[src/rtl/uart_cfg_pkg.sv]
// rtl/uart_cfg_pkg.sv - shared state, parity encodings and oversampling constant for uart_cfg
package uart_cfg_pkg;

   typedef enum logic [2:0] {
      ST_IDLE,
      ST_START,
      ST_DATA,
      ST_PARITY,
      ST_STOP
   } uart_state_e;

   localparam logic [1:0] PAR_NONE = 2'b00;
   localparam logic [1:0] PAR_EVEN = 2'b01;
   localparam logic [1:0] PAR_ODD  = 2'b10;

   localparam int OVS = 16;

   // Mode 11 is deliberately folded into "no parity".
   function automatic logic par_enabled(input logic [1:0] mode);
      return (mode == PAR_EVEN) || (mode == PAR_ODD);
   endfunction

endpackage

[src/rtl/uart_fifo.sv]
// rtl/uart_fifo.sv - first-word-fall-through FIFO with wrap-bit full/empty detection
module uart_fifo #(
   parameter int DW = 8,
   parameter int AW = 3
) (
   input  logic          clk,
   input  logic          reset_n,
   input  logic          wr,
   input  logic [DW-1:0] w_data,
   input  logic          rd,
   output logic [DW-1:0] r_data,
   output logic          full,
   output logic          empty
);

   localparam int DEPTH = 1 << AW;

   logic [DW-1:0] mem_q [DEPTH];
   logic [DW-1:0] mem_d [DEPTH];
   logic [AW:0]   wptr_q, wptr_d, rptr_q, rptr_d;
   logic          do_wr, do_rd;

   always_comb begin
      empty  = (wptr_q == rptr_q);
      full   = (wptr_q[AW] != rptr_q[AW]) && (wptr_q[AW-1:0] == rptr_q[AW-1:0]);
      // A read frees the slot this cycle, so a write into a full FIFO may proceed.
      do_wr  = wr && (!full || rd);
      do_rd  = rd && !empty;
      mem_d  = mem_q;
      wptr_d = wptr_q;
      rptr_d = rptr_q;
      if (do_wr) begin
         mem_d[wptr_q[AW-1:0]] = w_data;
         wptr_d = wptr_q + {{AW{1'b0}}, 1'b1};
      end
      if (do_rd) begin
         rptr_d = rptr_q + {{AW{1'b0}}, 1'b1};
      end
   end

   always_ff @(posedge clk or negedge reset_n) begin
      if (!reset_n) begin
         for (int i = 0; i < DEPTH; i++) begin
            mem_q[i] <= '0;
         end
         wptr_q <= '0;
         rptr_q <= '0;
      end else begin
         mem_q  <= mem_d;
         wptr_q <= wptr_d;
         rptr_q <= rptr_d;
      end
   end

   assign r_data = mem_q[rptr_q[AW-1:0]];

endmodule

[src/rtl/uart_cfg.sv]
// rtl/uart_cfg.sv - UART with runtime baud/parity/stop configuration and RX/TX FIFOs
module uart_cfg
   import uart_cfg_pkg::*;
#(
   parameter int DBIT    = 8,
   parameter int FIFO_AW = 3,
   parameter int DVSR_W  = 16
) (
   input  logic              clk,
   input  logic              reset_n,
   input  logic [DVSR_W-1:0] dvsr,
   input  logic [1:0]        par_mode,
   input  logic              stop2,
   input  logic [DBIT-1:0]   w_data,
   input  logic              wr_uart,
   output logic              tx_full,
   output logic              tx,
   input  logic              rx,
   input  logic              rd_uart,
   output logic [DBIT-1:0]   r_data,
   output logic              rx_empty,
   output logic              parity_err,
   output logic              frame_err,
   output logic              rx_overrun,
   input  logic              clr_err
);

   logic [DVSR_W-1:0] cnt_q, cnt_d;
   logic              tick;

   uart_state_e       rx_state_q, rx_state_d, tx_state_q, tx_state_d;
   logic [3:0]        rx_s_q, rx_s_d, tx_s_q, tx_s_d;
   logic [2:0]        rx_n_q, rx_n_d, tx_n_q, tx_n_d;
   logic [DBIT-1:0]   rx_b_q, rx_b_d, tx_b_q, tx_b_d;
   logic [1:0]        rx_par_q, rx_par_d;
   logic              rx_stop2_q, rx_stop2_d, tx_stop2_q, tx_stop2_d;
   logic              tx_pen_q, tx_pen_d, tx_pbit_q, tx_pbit_d;
   logic              parity_err_q, parity_err_d, frame_err_q, frame_err_d;
   logic              rx_overrun_q, rx_overrun_d;

   logic              rx_done, rx_perr_evt, rx_ferr_evt, rx_exp_par, rx_full;
   logic              tx_pop, tx_empty;
   logic [DBIT-1:0]   tx_fifo_data;

   uart_fifo #(.DW(DBIT), .AW(FIFO_AW)) u_tx_fifo (
      .clk(clk), .reset_n(reset_n), .wr(wr_uart), .w_data(w_data),
      .rd(tx_pop), .r_data(tx_fifo_data), .full(tx_full), .empty(tx_empty)
   );

   uart_fifo #(.DW(DBIT), .AW(FIFO_AW)) u_rx_fifo (
      .clk(clk), .reset_n(reset_n), .wr(rx_done), .w_data(rx_b_q),
      .rd(rd_uart), .r_data(r_data), .full(rx_full), .empty(rx_empty)
   );

   always_ff @(posedge clk or negedge reset_n) begin
      if (!reset_n) begin
         cnt_q        <= '0;
         rx_state_q   <= ST_IDLE;
         rx_s_q       <= '0;
         rx_n_q       <= '0;
         rx_b_q       <= '0;
         rx_par_q     <= PAR_NONE;
         rx_stop2_q   <= 1'b0;
         tx_state_q   <= ST_IDLE;
         tx_s_q       <= '0;
         tx_n_q       <= '0;
         tx_b_q       <= '0;
         tx_pen_q     <= 1'b0;
         tx_pbit_q    <= 1'b0;
         tx_stop2_q   <= 1'b0;
         parity_err_q <= 1'b0;
         frame_err_q  <= 1'b0;
         rx_overrun_q <= 1'b0;
      end else begin
         cnt_q        <= cnt_d;
         rx_state_q   <= rx_state_d;
         rx_s_q       <= rx_s_d;
         rx_n_q       <= rx_n_d;
         rx_b_q       <= rx_b_d;
         rx_par_q     <= rx_par_d;
         rx_stop2_q   <= rx_stop2_d;
         tx_state_q   <= tx_state_d;
         tx_s_q       <= tx_s_d;
         tx_n_q       <= tx_n_d;
         tx_b_q       <= tx_b_d;
         tx_pen_q     <= tx_pen_d;
         tx_pbit_q    <= tx_pbit_d;
         tx_stop2_q   <= tx_stop2_d;
         parity_err_q <= parity_err_d;
         frame_err_q  <= frame_err_d;
         rx_overrun_q <= rx_overrun_d;
      end
   end

   always_comb begin
      tick  = (cnt_q == dvsr);
      cnt_d = tick ? '0 : cnt_q + DVSR_W'(1);
      rx_exp_par = (rx_par_q == PAR_ODD) ? ~^rx_b_q : ^rx_b_q;

      rx_state_d  = rx_state_q;
      rx_s_d      = rx_s_q;
      rx_n_d      = rx_n_q;
      rx_b_d      = rx_b_q;
      rx_par_d    = rx_par_q;
      rx_stop2_d  = rx_stop2_q;
      rx_done     = 1'b0;
      rx_perr_evt = 1'b0;
      rx_ferr_evt = 1'b0;
      unique case (rx_state_q)
         ST_IDLE: if (!rx) begin
            rx_state_d = ST_START;
            rx_s_d     = '0;
            rx_par_d   = par_mode;
            rx_stop2_d = stop2;
         end
         // Re-check at mid start bit so a short low glitch does not start a frame.
         ST_START: if (tick) begin
            if (rx_s_q == 4'(OVS/2 - 1)) begin
               rx_s_d     = '0;
               rx_n_d     = '0;
               rx_state_d = rx ? ST_IDLE : ST_DATA;
            end else rx_s_d = rx_s_q + 4'd1;
         end
         ST_DATA: if (tick) begin
            if (rx_s_q == 4'(OVS - 1)) begin
               rx_s_d = '0;
               rx_b_d = {rx, rx_b_q[DBIT-1:1]};
               if (rx_n_q == 3'(DBIT - 1)) begin
                  rx_n_d     = '0;
                  rx_state_d = par_enabled(rx_par_q) ? ST_PARITY : ST_STOP;
               end else rx_n_d = rx_n_q + 3'd1;
            end else rx_s_d = rx_s_q + 4'd1;
         end
         ST_PARITY: if (tick) begin
            if (rx_s_q == 4'(OVS - 1)) begin
               rx_s_d      = '0;
               rx_perr_evt = (rx != rx_exp_par);
               rx_state_d  = ST_STOP;
            end else rx_s_d = rx_s_q + 4'd1;
         end
         ST_STOP: if (tick) begin
            if (rx_s_q == 4'(OVS - 1)) begin
               rx_s_d      = '0;
               rx_ferr_evt = !rx;
               if (rx_n_q == 3'(rx_stop2_q)) begin
                  rx_done    = 1'b1;
                  rx_state_d = ST_IDLE;
               end else rx_n_d = rx_n_q + 3'd1;
            end else rx_s_d = rx_s_q + 4'd1;
         end
         default: rx_state_d = ST_IDLE;
      endcase

      tx_state_d = tx_state_q;
      tx_s_d     = tx_s_q;
      tx_n_d     = tx_n_q;
      tx_b_d     = tx_b_q;
      tx_pen_d   = tx_pen_q;
      tx_pbit_d  = tx_pbit_q;
      tx_stop2_d = tx_stop2_q;
      tx_pop     = 1'b0;
      unique case (tx_state_q)
         ST_IDLE: tx_pop = !tx_empty;
         ST_START: if (tick) begin
            if (tx_s_q == 4'(OVS - 1)) begin
               tx_s_d     = '0;
               tx_n_d     = '0;
               tx_state_d = ST_DATA;
            end else tx_s_d = tx_s_q + 4'd1;
         end
         ST_DATA: if (tick) begin
            if (tx_s_q == 4'(OVS - 1)) begin
               tx_s_d = '0;
               tx_b_d = tx_b_q >> 1;
               if (tx_n_q == 3'(DBIT - 1)) begin
                  tx_n_d     = '0;
                  tx_state_d = tx_pen_q ? ST_PARITY : ST_STOP;
               end else tx_n_d = tx_n_q + 3'd1;
            end else tx_s_d = tx_s_q + 4'd1;
         end
         ST_PARITY: if (tick) begin
            if (tx_s_q == 4'(OVS - 1)) begin
               tx_s_d     = '0;
               tx_state_d = ST_STOP;
            end else tx_s_d = tx_s_q + 4'd1;
         end
         // Chaining straight into the next start bit avoids an idle gap between frames.
         ST_STOP: if (tick) begin
            if (tx_s_q == 4'(OVS - 1)) begin
               tx_s_d = '0;
               if (tx_n_q == 3'(tx_stop2_q)) begin
                  tx_state_d = ST_IDLE;
                  tx_pop     = !tx_empty;
               end else tx_n_d = tx_n_q + 3'd1;
            end else tx_s_d = tx_s_q + 4'd1;
         end
         default: tx_state_d = ST_IDLE;
      endcase
      if (tx_pop) begin
         tx_state_d = ST_START;
         tx_s_d     = '0;
         tx_b_d     = tx_fifo_data;
         tx_pen_d   = par_enabled(par_mode);
         tx_pbit_d  = (par_mode == PAR_ODD) ? ~^tx_fifo_data : ^tx_fifo_data;
         tx_stop2_d = stop2;
      end

      // A new error event outranks a simultaneous clear.
      parity_err_d = (clr_err ? 1'b0 : parity_err_q) | rx_perr_evt;
      frame_err_d  = (clr_err ? 1'b0 : frame_err_q) | rx_ferr_evt;
      rx_overrun_d = (clr_err ? 1'b0 : rx_overrun_q) | (rx_done && rx_full && !rd_uart);
   end

   always_comb begin
      unique case (tx_state_q)
         ST_START:  tx = 1'b0;
         ST_DATA:   tx = tx_b_q[0];
         ST_PARITY: tx = tx_pbit_q;
         default:   tx = 1'b1;
      endcase
      parity_err = parity_err_q;
      frame_err  = frame_err_q;
      rx_overrun = rx_overrun_q;
   end

endmodule

[config.mk]
export PLATFORM = sky130hd
export DESIGN_NAME = uart_cfg
export DESIGN_NICKNAME = d
export VERILOG_FILES = /design/src/rtl/uart_cfg_pkg.sv /design/src/rtl/uart_fifo.sv /design/src/rtl/uart_cfg.sv
export SDC_FILE = /design/constraint.sdc
export NUM_CORES = 1
export LEC_CHECK = 0
export CORE_UTILIZATION = 60
export CTS_CLUSTER_SIZE = 12
export DETAILED_ROUTE_END_ITERATION = 16
export GPL_ROUTABILITY_DRIVEN = 0
export HOLD_SLACK_MARGIN = 0.08
export PLACE_DENSITY = 0.76
export SETUP_SLACK_MARGIN = 0.4
export SYNTH_ARGS = -nofsm -noshare
export SYNTH_HDL_FRONTEND = slang
export SYNTH_SLANG_ARGS = --single-unit
[constraint.sdc]
create_clock -name clk -period 3.4 [get_ports clk]
set_clock_uncertainty 0.05 [all_clocks]
set_input_delay 0.85 -clock clk [delete_from_list [all_inputs] [get_ports clk]]
set_output_delay 0.85 -clock clk [all_outputs]
set_load 0.05 [all_outputs]
Word level (Yosys, flattened, before mapping)
Cells that the tools add are included.
{"block": "totals", "regBits": 205, "input_bits": 33}
{"block": "op_classes", "mux": 92, "n_reduce_logical": 44, "n_eq_ne": 58, "bitwise": 8, "magnitude_cmp": 6, "add_sub_neg": 9}
{"operator": "bitwise mux 64 bit", "count": 2}
{"operator": "2-to-1 mux 3 bit", "count": 40}
{"operator": "2-to-1 mux 8 bit", "count": 10}
{"operator": "binary-select mux 8 bit (select 3 bit)", "count": 2}
{"operator": "demux 8 bit (select 3 bit)", "count": 2}
{"operator": "!= test 2 bit (second input constant)", "count": 19}
{"operator": "2-to-1 mux 4 bit", "count": 9}
{"operator": "!= test 3 x 2 -> 1 bit (second input constant)", "count": 10}
{"operator": "case mux 3 bit (5 select lines)", "count": 2}
{"operator": "adder 4 x 1 -> 4 bit (second input constant)", "count": 6}
{"operator": "AND reduction 11 bit", "count": 2}
{"operator": "2-to-1 mux 1 bit", "count": 18}
{"operator": "case mux 3 bit (3 select lines)", "count": 2}
{"operator": "adder 16 x 1 -> 16 bit (second input constant)", "count": 1}
{"operator": "== test 16 bit", "count": 1}
{"operator": ">= comparator 4 bit (second input constant)", "count": 4}
{"operator": "2-to-1 mux 16 bit", "count": 1}
{"operator": "NOT 3 -> 4 bit", "count": 4}
{"operator": "AND reduction 8 bit", "count": 2}
{"operator": "XNOR reduction 8 bit", "count": 2}
{"operator": "XOR reduction 8 bit", "count": 2}
{"operator": "== test 3 x 2 -> 1 bit (second input constant)", "count": 4}
{"operator": "== test 3 bit (second input constant)", "count": 4}
{"operator": "case mux 4 bit (3 select lines)", "count": 1}
{"operator": "28 further kinds", "count": 67}

Longest topological paths before layout
{"block": "logic_depth", "word_depth": 8, "ltp_mapped": 8, "depth_no_buf": 8}

Hierarchy
Synthesis repeated with hierarchy kept, for this count alone.
{"block": "hier_totals", "cells_unflattened": 775, "area_unflattened_um2": 10334.9}
{"mod": "uart_fifo", "cells_each": 215, "n_inst": 2, "area_per_inst_um2": 3450.8, "seq_area_each_um2": 1801.7}
{"mod": "uart_cfg", "cells_each": 345, "n_inst": 1, "area_per_inst_um2": 3433.3, "seq_area_each_um2": 1526.5}

Least setup slack after synthesis
Ideal clock, no wire load.
{"block": "synth_timing", "path_type": "register -> register", "startpoint": "register u_tx_fifo.rptr_q[0]", "endpoint": "register u_tx_fifo.mem_q[48] in the netlist's numbering", "path_slack_ns": -0.556, "n_path_buf": 2, "synth_period_minus_slack_ns": 3.956, "setup_ns": 0.125, "stages_incl_launch_ff": 9, "required_time_ns": 3.225, "arrival_time_ns": 3.781, "cell_sequence": "dfrtp_1 buf_6 xor2_2 nor4_1 inv_1 a311oi_4 or4_1 buf_6 mux2_4"}
{"block": "synth_via", "elab_cells_between_ends": 11, "classes_between": "2 x eq/ne; 4 x mux; 5 x reduce/logical"}
{"element": "from (decl)", "line_no": "uart_fifo.sv:20", "text": "logic [AW:0] wptr_q, wptr_d, rptr_q, rptr_d;"}
{"element": "from (signal assigned)", "line_no": "uart_fifo.sv:51", "text": "rptr_q <= rptr_d;"}
{"element": "== test 3 bit", "line_no": "uart_fifo.sv:25", "text": "full = (wptr_q[AW] != rptr_q[AW]) && (wptr_q[AW-1:0] == rptr_q[AW-1:0]);"}
{"element": "logical AND 1 bit", "line_no": "uart_fifo.sv:25"}
{"element": "via tx_full", "line_no": "uart_cfg.sv:16", "text": "output logic tx_full,"}
{"element": "logical NOT 1 bit", "line_no": "uart_fifo.sv:27", "text": "do_wr = wr && (!full || rd);"}
{"element": "logical OR 1 bit", "line_no": "uart_fifo.sv:27"}
{"element": "logical AND 1 bit", "line_no": "uart_fifo.sv:27"}
{"element": "to (signal assigned)", "line_no": "uart_fifo.sv:49", "text": "mem_q <= mem_d;"}
{"element": "to (decl)", "line_no": "uart_fifo.sv:18", "text": "logic [DW-1:0] mem_q [DEPTH];"}
The timed path passes the listed nets, and every way through them passes these cells.
A chain may end at the register's enable or synchronous reset.

Worst setup path after layout
{"block": "layout_timing", "startpoint": "register u_rx_fifo.rptr_q[0]", "endpoint": "output r_data[6]"}
{"block": "layout_via", "elab_chain_cells": 4}
{"element": "from (decl)", "line_no": "uart_fifo.sv:20"}
{"element": "from (signal assigned)", "line_no": "uart_fifo.sv:51"}
{"element": "NOT 3 -> 4 bit (not written as such)", "line_no": "uart_fifo.sv:55", "text": "assign r_data = mem_q[rptr_q[AW-1:0]];"}
{"element": "binary-select mux 8 bit (select 3 bit)", "line_no": "uart_fifo.sv:55"}
{"element": "2-to-1 mux 8 bit (not written as such) (2 in series)", "line_no": "uart_fifo.sv:55"}
{"element": "to (decl)", "line_no": "uart_cfg.sv:20", "text": "output logic [DBIT-1:0] r_data,"}
No other way between the ends. The select of a mux whose other input is x is not followed.

==> impl_metrics.toml <==
[global_route]
grt_pass1_wl_mm = 35.6
top_usage_layer = "met2"
antenna_found_initial = 0
use_met1 = 0.357
met2_usage = 0.420
grt_overflow = 0
grt_pass1_vias = 6874
grt.met3_usage = 0.0375
track_usage = 0.254
grt_max_degree = 85

[sta]
max_freq_mhz = 332
final_max_slew_viol_count = 0
fin_crit_sh = 0.887
finalHoldViolCount = 0
setup_viol = 0
min_period_ns = 3.01
rsz0062_at_grt = "yes"
worstMarginPinSlew_ns = 0.768
slew-limit-headroom = 0.486

[detailed_routing]
wl_per_cell_um = 19.8
first_pass_iters = 5
antenna_left = 0
via_count = 6449
viasPerCell = 5.98
drt_iter0_drc = 314
totalWireLength_mm = 21.4
drc_errors = 0

[synth]
seq_area_frac_synth = 0.499
synth_edf_count = 0
syn-cell-area_mm2 = 0.0103
async_flop_share = 1.00
syn_area_per_cell_um2 = 13.5
synth_nets = 810
synthTopCellsByArea = "dfrtp_1 50%, mux2_2 17%, mux4_2 7.0%"
synth_common_cells = "205 x dfrtp_1, 157 x mux2_2, 53 x xnor2_1, 32 x mux4_2, 31 x nor2_1"
yosysUniqueCellTypes = 67
synth_warnings = 0
synth_ff_type = "dfrtp_1"
synth_top_cell_by_area = "dfrtp_1"
yosys_register_bits = 205
synth_top_area_frac = 0.499
synth.most_common_cell = "dfrtp_1"
syn-instance-count = 764

[worst_setup_path]
critPathCaptureType = "output pin"
worstSetupPathType = "flip-flop to output pin"
cp_max_fo = 10
arrival_ns = 2.11
startpoint_type = "flip-flop"
crit_required_ns = 2.50

[clocking]
cts-root-buf = "clkbuf_16"
cts.htree.levels = 1
clkTransAtPathRegs_ns = 0.06
cts_sinks = 205
cts_tree = "done"
clk_latency_ns = 0.51
ctsLongestPathBuffers = 3
numCtsBuffers = 23

[worst_hold_path]
hp-class = "input port to async pin"

[pwr]
pwr_density_cell_mw_per_mm2 = 734
peakVddDrop_uv = 515
clkPwrFrac = 0.266
comb_power_share = 0.346
p_int_mw = 6.20
swShare = 0.302
finalPower_mw = 8.88
power_frac_seq = 0.389
p_sw_mw = 2.68
leakagePower_nw = 5.54

[finish]
final_cells = 1079
nNetsFinal = 892
area_growth_pct = 17.7
drive_gt1_frac = 0.370
antennaDiodeCount = 0

[placement]
port_buffers = 46
hpwl_mm = 14.5
place_inst = 1038

[floorplanning]
fp.coreArea_mm2 = 0.0166
io_pins = 47
rows = 47
die_w_um = 133
start_util = 0.618
die-area_mm2 = 0.0177
die_y_um = 133

[job]
maxCapViolations = 0

[run_status]
run_status = "complete, no violations"
layer usage:
metal | wire length [um] | share of wire
met5 | 0 | 0
met2 | 10300 | 0.48
met1 | 9740 | 0.46
met3 | 1040 | 0.049
met4 | 245 | 0.011
path summary, 6_finish.rpt:
kind | start | endpoint | slack (ns) | cells past startpoint
worst max-delay path | u_rx_fifo.rptr_q[0] | r_data[6] | 0.39 | 4
worst min-delay path | reset_n | tx_s_q[3] | 0.36 | 1
worst max register to register | tx_state_q[2] | u_tx_fifo.mem_q[33] | 0.49 | 8
worst min register to register | u_rx_fifo.wptr_q[3] | u_rx_fifo.wptr_q[3] | 0.44 | 1
max in group asynchronous | reset_n | cnt_q[14] | 2.21 | 2
min in group clk | u_rx_fifo.wptr_q[3] | u_rx_fifo.wptr_q[3] | 0.44 | 1
stage by stage:
step                      hold WS, ns  area, um2  worst slack [ns]  utilization  TNS [ns]
after floorplan                 0.401      10300             0.433            -         0
after global placement          0.418      11200            -0.114        0.675     -2.34
after detailed placement        0.428      11200            -0.122        0.675     -3.61
after CTS                       0.380      12000             0.358        0.720         0
after global routing            0.401      12100             0.327        0.727         0
final                           0.358      12100             0.386        0.727         0
cell usage in the layout, fill, tap and decap left out, types with 3 or more instances in the layout:
master,netlist,final
xnor2_1,53,52
o211ai_1,4,4
mux2_4,8,11
a31oi_1,3,3
mux4_2,32,32
clkbuf_8,0,6
nand3_1,12,12
nand4_1,10,10
mux2i_1,15,15
nor4b_4,2,3
o21ai_0,14,14
mux2_2,157,154
inv_1,19,19
and2_1,3,3
nor3b_1,5,5
or3_1,4,3
xor2_1,13,12
buf_12,0,6
nand3b_1,5,5
nor2_1,31,31
a21oi_1,11,11
nor4_4,2,3
dfrtp_1,205,204
buf_4,4,53
or2_2,3,3
ha_1,13,13
dlymetal6s2s_1,0,12
clkbuf_16,0,24
and3_1,7,7
clkbuf_1,25,7
nor2_2,3,3
nand2_1,30,30
clkdlybuf4s50_1,0,22
nor3_1,4,4
nand2b_1,7,7
logic make-up after synthesis:
group / after synthesis / share of synthesized area
flip-flops: 205 / 0.499
adder cells (fa/ha/maj): 13 / 0.0158
AND/OR/NAND/NOR: 150 / 0.0896
AO/OA/AOI/OAI: 53 / 0.0356
XOR/XNOR: 69 / 0.0622
multiplexers: 214 / 0.271
buffers and inverters: 60 / 0.0270
critical path, stage by stage, from the launching register on:
cell and delay, ns:
dfrtp_2 0.42, buf_12 0.17, mux4_2 0.51, mux2_2 0.30, buf_4 0.20
power groups by stage:
stage               sequential [mW]  clock, mW  combinational [mW]
floorplan                      3.29          0                2.41
global placement               3.43          0                2.91
detailed placement             3.48          0                3.01
CTS                            3.45       2.40                3.08
global route                   3.52       2.51                3.33
finish                         3.45       2.36                3.07
final cells by class:
cell class,count,area (um2)
Clock inverter,3,46.3
Sequential cell,205,5130
Multi-Input combinational cell,499,4940
Timing Repair Buffer,98,960
Fill cell,1065,4550
Inverter,19,71.3
Tap cell,220,275
Clock buffer,35,671
sequential cells by signal (all words and copies together) (netlist names), 2 cells and up:
| name | cells |
|---|---|
| cnt_q | 16 |
| rx_b_q | 8 |
| rx_n_q | 3 |
| rx_par_q | 2 |
| rx_s_q | 4 |
| rx_state_q | 3 |
| tx_b_q | 8 |
| tx_n_q | 3 |
| tx_s_q | 4 |
| tx_state_q | 3 |
| u_rx_fifo.mem_q | 64 |
| u_rx_fifo.rptr_q | 4 |
| u_rx_fifo.wptr_q | 4 |
| u_tx_fifo.mem_q | 64 |
| u_tx_fifo.rptr_q | 4 |
| u_tx_fifo.wptr_q | 4 |
timing repair:
item | 4_1_cts | 5_1_grt
gates cloned | 0 | 1
resized for setup | 7 | 21
buffers inserted | 0 | 2
pin swaps | 1 | 18
setup endpoints to repair | 27 | 96
hold buffers | 0 | 0
Note: power is estimated with default switching activity, not from simulation.
